--- src/rtl/kalman_pkg.sv ---
// rtl/kalman_pkg.sv - shared widths and CAL/RUN state type for the Kalman measurement path
package kalman_pkg;

   localparam int STATE_BITS_DEFAULT = 16;

   typedef enum logic [0:0] {
      ST_CAL = 1'b0,
      ST_RUN = 1'b1
   } dec_state_t;

   function automatic int max_int(input int a, input int b);
      return (a > b) ? a : b;
   endfunction

endpackage

--- src/rtl/round_shr_sat.sv ---
// rtl/round_shr_sat.sv - rounding arithmetic right shift, offset subtract and saturation
module round_shr_sat #(
   parameter int IN_W  = 21,
   parameter int OUT_W = 16,
   parameter int SH_W  = 4
) (
   input  logic signed [IN_W-1:0]  value,
   input  logic        [SH_W-1:0]  shift,
   input  logic signed [OUT_W-1:0] offset,
   output logic signed [OUT_W-1:0] mean,
   output logic signed [OUT_W-1:0] result
);

   logic signed [IN_W-1:0] bias;
   logic signed [IN_W-1:0] biased;
   logic signed [IN_W-1:0] shifted;
   logic signed [OUT_W:0]  diff;

   // Half-away-from-zero: add half an LSB, minus one for negative values so
   // the floor of the arithmetic shift lands on the magnitude-rounded result.
   always_comb begin
      bias = '0;
      if (shift != '0) begin
         bias = IN_W'(1) <<< (shift - SH_W'(1));
         if (value[IN_W-1]) begin
            bias = bias - IN_W'(1);
         end
      end
      biased  = value + bias;
      shifted = biased >>> shift;
      // The mean of OUT_W-bit samples always fits in OUT_W bits.
      mean    = shifted[OUT_W-1:0];
      diff    = {mean[OUT_W-1], mean} - {offset[OUT_W-1], offset};
      if (diff[OUT_W] != diff[OUT_W-1]) begin
         result = diff[OUT_W] ? {1'b1, {(OUT_W-1){1'b0}}} : {1'b0, {(OUT_W-1){1'b1}}};
      end else begin
         result = diff[OUT_W-1:0];
      end
   end

endmodule

--- src/rtl/measurement_decimator.sv ---
// rtl/measurement_decimator.sv - offset-calibrated block-average decimator feeding Kalman z_in
import kalman_pkg::*;

module measurement_decimator #(
   parameter int STATE_BITS = STATE_BITS_DEFAULT,
   parameter int DEC_LOG2   = 4,
   parameter int CAL_LOG2   = 8
) (
   input  logic                         clk,
   input  logic                         rst_n,
   input  logic signed [STATE_BITS-1:0] sample_in,
   input  logic                         sample_valid,
   input  logic                         cal_start,
   output logic signed [STATE_BITS-1:0] z_out,
   output logic                         z_valid,
   output logic                         calibrated
);

   localparam int MAX_LOG2 = max_int(CAL_LOG2, DEC_LOG2);
   localparam int ACC_W    = STATE_BITS + MAX_LOG2 + 1;
   localparam int CNT_W    = MAX_LOG2 + 1;
   localparam int SH_W     = $clog2(MAX_LOG2 + 1) + 1;

   dec_state_t                  state;
   logic signed [ACC_W-1:0]     acc;
   logic        [CNT_W-1:0]     cnt;
   logic signed [STATE_BITS-1:0] offset;

   logic signed [ACC_W-1:0]      sum;
   logic        [SH_W-1:0]       shift_n;
   logic        [CNT_W-1:0]      cnt_last;
   logic                         accept;
   logic                         window_done;
   logic signed [STATE_BITS-1:0] mean;
   logic signed [STATE_BITS-1:0] corrected;

   // Window length and running sum including the sample on the current edge
   always_comb begin
      sum         = acc + {{(ACC_W-STATE_BITS){sample_in[STATE_BITS-1]}}, sample_in};
      shift_n     = (state == ST_RUN) ? SH_W'(DEC_LOG2) : SH_W'(CAL_LOG2);
      cnt_last    = (state == ST_RUN) ? CNT_W'((1 << DEC_LOG2) - 1)
                                      : CNT_W'((1 << CAL_LOG2) - 1);
      accept      = sample_valid && !cal_start;
      window_done = accept && (cnt == cnt_last);
   end

   round_shr_sat #(
      .IN_W  (ACC_W),
      .OUT_W (STATE_BITS),
      .SH_W  (SH_W)
   ) u_round_shr_sat (
      .value  (sum),
      .shift  (shift_n),
      .offset (offset),
      .mean   (mean),
      .result (corrected)
   );

   assign calibrated = (state == ST_RUN);

   // All decimator state: accumulate, close windows, load offset or output
   always_ff @(posedge clk or negedge rst_n) begin
      if (!rst_n) begin
         state   <= ST_CAL;
         acc     <= '0;
         cnt     <= '0;
         offset  <= '0;
         z_out   <= '0;
         z_valid <= 1'b0;
      end else begin
         z_valid <= 1'b0;
         if (cal_start) begin
            // Offset is kept so the old value stays in force until replaced.
            state <= ST_CAL;
            acc   <= '0;
            cnt   <= '0;
         end else if (window_done) begin
            acc <= '0;
            cnt <= '0;
            if (state == ST_CAL) begin
               offset <= mean;
               state  <= ST_RUN;
            end else begin
               z_out   <= corrected;
               z_valid <= 1'b1;
            end
         end else if (accept) begin
            acc <= sum;
            cnt <= cnt + CNT_W'(1);
         end
      end
   end

endmodule
--- config.mk ---
export PLATFORM = sky130hd
export DESIGN_NAME = measurement_decimator
export DESIGN_NICKNAME = d
export VERILOG_FILES = /design/src/rtl/kalman_pkg.sv /design/src/rtl/round_shr_sat.sv /design/src/rtl/measurement_decimator.sv
export SDC_FILE = /design/constraint.sdc
export NUM_CORES = 1
export LEC_CHECK = 0
export ABC_AREA = 1
export ABC_CLOCK_PERIOD_IN_PS = 5400
export BUFFER_PORTS_ARGS = -buffer_cell sky130_fd_sc_hd__buf_4
export CAP_MARGIN = 5
export CORE_ASPECT_RATIO = 1.75
export CORE_MARGIN = 2
export CORE_UTILIZATION = 30
export CTS_BUF_LIST = sky130_fd_sc_hd__clkbuf_8 sky130_fd_sc_hd__clkbuf_16
export DETAILED_ROUTE_END_ITERATION = 12
export PLACE_DENSITY = 0.57
export SYNTH_ARGS = -nofsm -noshare
export SYNTH_HDL_FRONTEND = slang
export SYNTH_SLANG_ARGS = --single-unit
--- constraint.sdc ---
create_clock -name clk -period 5.4 [get_ports clk]
set_input_delay 1.08 -clock clk [delete_from_list [all_inputs] [get_ports clk]]
set_output_delay 1.08 -clock clk [all_outputs]
set_load 0.005 [all_outputs]
==> results by group, run 1 <==
Floorplan
  – FP Rows: 70
  – Die Area: between 20000 and 25000 µm²
  – Initial Utilization: 30.3%
  – I/O pin cnt: 38
  – DIE WIDTH: between 100 and 150 µm
  – Core Area: around 21000 µm²
  – Die height: between 150 and 200 µm

Critical path
  – Crit path kind: input pin to register
  – Worst EP arrival: ~5.9 ns
  – Worst path most repeated cell: nand2_2
  – Slowest stage delay, CP: approximately 0.36 ns
  – Startpoint Class: input pin
  – Worst-path maximum fanout: 8
  – Critical Path RT: 5.67 ns
  – Critical path endpoint category: register
  – Slowest-stage cell, CP: fa_2

Detailed routing
  – Final WL: 20000 µm
  – Avg WL per Cell: about 14 µm
  – Final ANT Viol Nets: 0
  – Vias: between 6000 and 7000
  – DR pass1 iterations: 8
  – Drt drc: 3
  – Via density: around 4.7
  – Initial DRC count: between 200 and 300

Timing
  – RSZ-0062 raised after global routing: yes
  – Slew at the pin closest to its max-slew limit: roughly 1.2 ns
  – F_max: about 0.18 GHz
  – Hold_ws: approximately 0.48 ns
  – Final hold vios: 0
  – Final Skew: 0.00992 ns
  – Final worst slack: -0.189 ns
  – Setup violations, final: 15
  – Tmin final: ~5.6 ns
  – Final Max Tran Viols: 0
  – Period utilization: 103%
  – Relative slew margins: 21.2%

Power
  – Power Density: roughly 370 nW/µm²
  – Power Total: between 3 and 4 mW
  – Peak supply drop: roughly 0.17 mV
  – Leak: roughly 5 nW

Yosys
  – Most instantiated cells after synthesis: nand2_1 (319), inv_1 (160), nand3_1 (69)
  – Compound-gate portion of the synthesized area: around 11%
  – Post-Synth Adder-Cell Area: a little over a tenth
  – Multiplexer area fraction after synthesis: 0.480%
  – Mapped cell area: roughly 6300 µm²
  – Primary FF master, synth: dfrtp_1
  – Post-synth cell types: 46
  – Cells after Synth: between 900 and 1000
  – Area leader, netlist: dfrtp_1
  – Synth area leaders: dfrtp_1 (27%), nand2_1 (19%), ha_1 (10%)
  – Synthesized area per cell: 6.53 µm²
  – Top cell type's share of synthesized area: 27.2%
  – Synth Area in Simple Gates: between 30% and 40%
  – Post-Syn Nets: roughly 1000
  – #FFs+latches synth: between 60 and 70
  – Asr flop ratio synth: 100%
  – EDFF count, synth: 0
  – Xor and xnor area share after synthesis: around 4.9%
  – Synth warn: 0
  – Largest family of logic cells by synthesized area: simple AND/OR/NAND/NOR gates
  – Proportion of synthesized chip area in sequential cells: around 27%
  – Most frequent cell after synthesis: nand2_1

Clock tree
  – Num CTS Buffers: 9
  – Clock tree from TritonCTS: yes
  – CTS root buf: clkbuf_16
  – Worst-path clk slew: 0.05 ns
  – Worst skew pair latency: between 0.3 and 0.4 ns
  – Clock Tree Buf Depth: 2
  – H-tree levels: 3
  – # clock sinks: 68

Finish
  – Final net count: 1260
  – P&R area growth vs syn: 50.5%
  – Antenna cell count: 0
  – Proportion of layout cells with a drive suffix above 1: 34.9%

Global route
  – Largest net degree at the start of global routing: 69
  – GRT overflow: 0
  – Vias in the first global route: between 7000 and 8000
  – Initial antenna violation count: 0
  – GRT Overall Usage: a little under a fifth
  – First-pass GRT wire length: between 30000 and 40000 µm

Min path
  – Worst Hold Class: register to register

Run status
  – Failing checks: DRC, setup timing
  – Result of the run: complete, but fails checks

Place
  – RePlAce Congestion: between 0.9 and 1
  – Port buffer count: 37
  – Post-DP HPWL: approximately 15000 µm

Flow run
  – Max cap viols: 0
## power by group
| group | switching (mW) | internal [mW] | total, mW |
|---|---|---|---|
| Clock | 0.225 | 0.379 | 0.604 |
| Sequential | 0.0368 | 0.546 | 0.583 |
| Combinational | 1.19 | 1.11 | 2.30 |
| Total | 1.45 | 2.03 | 3.49 |
## final timing paths
kind | startpoint | endpoint | slack [ns] | cells after the start
setup / recovery | sample_in[15] | z_out[13]$_DFFE_PN0P_ | -0.19 | 38
hold / removal | offset[14]$_DFFE_PN0P_ | offset[14]$_DFFE_PN0P_ | 0.48 | 2
setup reg to reg | acc[0]$_DFFE_PN0P_ | z_out[13]$_DFFE_PN0P_ | 0.20 | 39
hold reg to reg | offset[14]$_DFFE_PN0P_ | offset[14]$_DFFE_PN0P_ | 0.48 | 2
max in group asynchronous | rst_n | offset[9]$_DFFE_PN0P_ | 3.93 | 1
min in group asynchronous | rst_n | cnt[3]$_DFFE_PN0P_ | 0.86 | 1
## cell families (layout without fill, tap and decap cells)
kind of cell	Yosys count	in the layout
buffers and inverters	175	409
adders and majority gates	52	52
DFF	68	68
xor gates and xnor gates	33	33
AOI/OAI and AO/OA	117	117
and+or+nand+nor	511	511
muxes	3	3
## repair_timing
action | in CTS | in global routing
setup endpoints to repair | 16 | 16
buffers inserted | 35 | 12
cloned | 2 | 0
pin swaps | 59 | 49
hold buffers | 0 | 0
resized for setup | 108 | 62
## flip-flops by register name, summed over array words and instances, names as in the netlist
| name | flops |
|---|---|
| acc | 25 |
| z_valid | 1 |
| cnt | 9 |
| calibrated | 1 |
| z_out | 16 |
| offset | 16 |
## worst max-delay path: cells and delay by family
kind,cells,cell delay [ns]
AND/OR/NAND/NOR,19,1.61
adder cells (fa/ha/maj),5,1.40
AO/OA/AOI/OAI,6,0.81
buffers and inverters,6,0.62
XOR/XNOR,2,0.34
## cell type report
| cell class | instances | area, µm² |
|---|---|---|
| repair buffers | 229 | 1750 |
| clock inverters | 5 | 51.3 |
| flip-flops and latches | 68 | 1700 |
| inverters | 164 | 618 |
| fillers | 2087 | 11200 |
| well taps | 252 | 315 |
| multi-input cells | 716 | 4730 |
| clock buffers | 11 | 253 |
## layer usage
| layer | GRT usage [%] | vias to the layer above | routed length, µm |
|---|---|---|---|
| met5 | 0 | - | 0 |
| met4 | 10.4 | 0 | 1040 |
| met3 | 2.05 | 72 | 439 |
| met2 | 35.8 | 134 | 11200 |
| met1 | 18.3 | 3127 | 7280 |
| li1 | - | 3487 | - |
## cell usage in the layout (no fill, tap or decap), types with 4 or more instances in the layout
cell,count
nand2_1,282
buf_4,222
inv_1,154
dfrtp_1,68
nand3_1,61
nor2_1,51
nand2_2,40
ha_1,26
o21ai_1,24
ha_4,23
a21oi_1,22
o21ai_0,16
xor2_1,16
nor2_2,15
nand4_1,12
a2bb2oi_2,11
nand2_4,10
inv_2,9
a21oi_2,9
clkbuf_16,9
nand3_2,8
xor2_2,8
nor3_1,8
o21ai_2,8
nor2_4,6
xnor2_1,6
buf_6,6
a21oi_4,5
a22o_1,5
nand3b_1,4
a32o_1,4
## stage by stage
step	instances	setup TNS, ns	area (µm²)	utilization, %	worst slack [ns]
floorplan	959	-4.32	6330	-	-0.334
global placement	1383	-12.97	7960	38.5	-0.973
detailed placement	1383	-13.76	7960	38.5	-1.02
CTS	1436	-1.74	9080	43.9	-0.148
global route	1445	-6.83	9420	45.6	-0.465
finish	1445	-2.38	9420	45.6	-0.189
Power figures use the tool's default switching activity.
==> run 2: changes to the inputs <==
--- a/config.mk
+++ b/config.mk
@@ -9,12 +9,14 @@
 export ABC_CLOCK_PERIOD_IN_PS = 5400
 export BUFFER_PORTS_ARGS = -buffer_cell sky130_fd_sc_hd__buf_4
 export CAP_MARGIN = 5
+export CELL_PAD_IN_SITES_DETAIL_PLACEMENT = 2
+export CELL_PAD_IN_SITES_GLOBAL_PLACEMENT = 2
 export CORE_ASPECT_RATIO = 1.75
 export CORE_MARGIN = 2
 export CORE_UTILIZATION = 30
 export CTS_BUF_LIST = sky130_fd_sc_hd__clkbuf_8 sky130_fd_sc_hd__clkbuf_16
 export DETAILED_ROUTE_END_ITERATION = 12
-export PLACE_DENSITY = 0.57
+export PLACE_DENSITY = 0.72
 export SYNTH_ARGS = -nofsm -noshare
 export SYNTH_HDL_FRONTEND = slang
 export SYNTH_SLANG_ARGS = --single-unit
==> run 2 against run 1 <==
Against the previous run:
- non-clock buffer count rose by 25
- fmax is 9.3% lower
- die area did not move
- clock skew up 0.010 ns
- hold slack better by 0.0017 ns
- utilization up 2.2 points
- the flow still finishes with violations (DRC, setup timing)
- global-route usage grew 12 points
- first-iteration DRC count is 27% higher
- register-to-register slack worse by 0.64 ns
- largest cell class unchanged
- sequential share of layout area shrank 0.84 points
==> results by group, run 2 (synthesized netlist as in run 1, its figures left out) <==
Floorplan
  – Die height: 195 µm
  – Die Area: 22100 µm²
  – Core Area: ~21000 µm²
  – I/O pin cnt: 38
  – DIE WIDTH: between 100 and 150 µm
  – Initial Utilization: between 30 and 40%
  – FP Rows: 70

Flow run
  – Max cap viols: 0

Detailed routing
  – Final ANT Viol Nets: 0
  – Via density: 5.49
  – Final WL: just under 40000 µm
  – M1 WL: ~12000 µm
  – Top Layer Used: met4
  – WL met3: 1030 µm
  – Vias: roughly 8100
  – Avg WL per Cell: around 26 µm
  – DR pass1 iterations: 9
  – Initial DRC count: ~350
  – DR WL met2: 21900 µm
  – Drt drc: 5

Clock tree
  – H-tree levels: 3
  – CTS root buf: clkbuf_16
  – Clock tree from TritonCTS: yes
  – Worst-path clk slew: around 0.060 ns
  – Clock Tree Buf Depth: 2
  – # clock sinks: a little under 70
  – Num CTS Buffers: 9
  – Hold-fix buffers, CTS: 0
  – Worst skew pair latency: roughly 0.37 ns

Timing
  – Final worst slack: -0.764 ns
  – Slew at the pin closest to its max-slew limit: roughly 1.0 ns
  – Tmin final: a little over 6 ns
  – Final hold vios: 0
  – Setup violations, final: 16
  – Final Skew: just over 0.02 ns
  – Post-Route Setup TNS: -11.02 ns
  – RSZ-0062 raised after global routing: yes
  – Relative slew margins: 32.4%
  – Period utilization: 114%
  – F_max: 0.162 GHz
  – Final Max Tran Viols: 0

Finish
  – Most flop-heavy register: acc
  – P&R area growth vs syn: 57.8%
  – Top Registers: acc x25, offset x16, z_out x16
  – Final net count: ~1300
  – Design area: 9880 µm²
  – Final Non-Filler Cells: approximately 1500
  – Max reg flops: 25
  – Commonest non-fill, non-tap cell in the layout: nand2_1
  – Antenna cell count: 0
  – Proportion of layout cells with a drive suffix above 1: a little under two fifths
  – Most frequent cells in the layout: nand2_1 (270), buf_4 (239), inv_1 (153)

Global route
  – First-pass GRT wire length: between 50000 and 60000 µm
  – GRT overflow: 0
  – Initial antenna violation count: 0
  – Largest net degree at the start of global routing: just under 70
  – Vias in the first global route: 9033
  – GRT Overall Usage: 30.6%

Place
  – Post-DP HPWL: around 21000 µm
  – Worst slack at placement: -1.37 ns
  – Placed Area: 8170 µm²
  – RePlAce Congestion: 0.827
  – Placed cells: about 1400
  – Port buffer count: 37

Critical path
  – Startpoint Class: input pin
  – Worst EP arrival: roughly 6.5 ns
  – Critical path endpoint category: register
  – Worst-path maximum fanout: 5
  – Slowest-stage cell, CP: ha_4
  – Worst path most repeated cell: nand2_1
  – Critical Path RT: about 5.7 ns
  – Crit path kind: input pin to register
  – Setup slack, reg-to-reg: -0.44 ns
  – Buf+Inv Stages, Crit Path: 4
  – CP delay by family, top: simple AND/OR/NAND/NOR gates
  – Slowest stage delay, CP: about 0.34 ns

Power
  – Power Density: approximately 420 nW/µm²
  – Leak: around 5.2 nW
  – Peak supply drop: about 0.15 mV

Min path
  – Worst Hold Class: register to register

Run status
  – Result of the run: complete, but fails checks
  – Failing checks: DRC, setup timing
[run 2: where the power goes]
group,switching [mW],internal (mW),total (mW),leakage (nW)
Sequential,0.0461,0.545,0.591,0.901
Clock,0.279,0.357,0.636,0.147
Combinational,1.70,1.27,2.96,4.13
Total,2.02,2.17,4.19,5.18
[run 2: metrics by stage]
stage | hold WS [ns] | power (mW) | util (%)
2_1_floorplan | 0.449 | 1.63 | -
3_3_place_gp | 0.463 | 2.50 | 39.5
3_5_place_dp | 0.468 | 2.58 | 39.5
4_1_cts | 0.483 | 3.61 | 45.5
5_1_grt | 0.515 | 4.37 | 47.8
6_report | 0.479 | 4.19 | 47.8
[run 2: per-layer routing]
metal,vias to the layer above,GRT usage (%)
li1,3551,-
met4,0,20.5
met5,-,0
met2,285,61.1
met3,176,2.70
met1,4059,28.2
[run 2: final cells by class]
type                            instances  area, µm²
Fill cell                            2330      10800
Multi-Input combinational cell        716       4970
Timing Repair Buffer                  254       1980
Sequential cell                        68       1700
Inverter                              164        621
Tap cell                              252        315
Clock buffer                            9        225
Clock inverter                          7       68.8
[run 2: final timing paths]
path | start | endpoint | depth (start not counted)
setup / recovery | sample_in[10] | z_out[13]$_DFFE_PN0P_ | 42
hold / removal | offset[12]$_DFFE_PN0P_ | offset[12]$_DFFE_PN0P_ | 2
setup reg to reg | acc[10]$_DFFE_PN0P_ | z_out[13]$_DFFE_PN0P_ | 41
hold reg to reg | offset[12]$_DFFE_PN0P_ | offset[12]$_DFFE_PN0P_ | 2
max in group asynchronous | rst_n | offset[1]$_DFFE_PN0P_ | 1
min in group asynchronous | rst_n | offset[11]$_DFFE_PN0P_ | 1
[run 2: repair_timing]
item | in CTS | in global routing
pin swaps | 66 | 40
resized for setup | 142 | 84
setup buffers | 32 | 12
setup endpoints to repair | 16 | 16
cloned | 2 | 0
endpoints found under the hold margin | 0 | 0
[run 2: worst reg2reg max path: cells and delay by family (launching register included)]
| family | cells | cell delay [ns] |
|---|---|---|
| AND/OR/NAND/NOR | 28 | 2.89 |
| adder cells (fa/ha/maj) | 4 | 1.16 |
| XOR/XNOR | 2 | 0.55 |
| flip-flops | 1 | 0.46 |
| AO/OA/AOI/OAI | 4 | 0.44 |
| buffers and inverters | 3 | 0.24 |
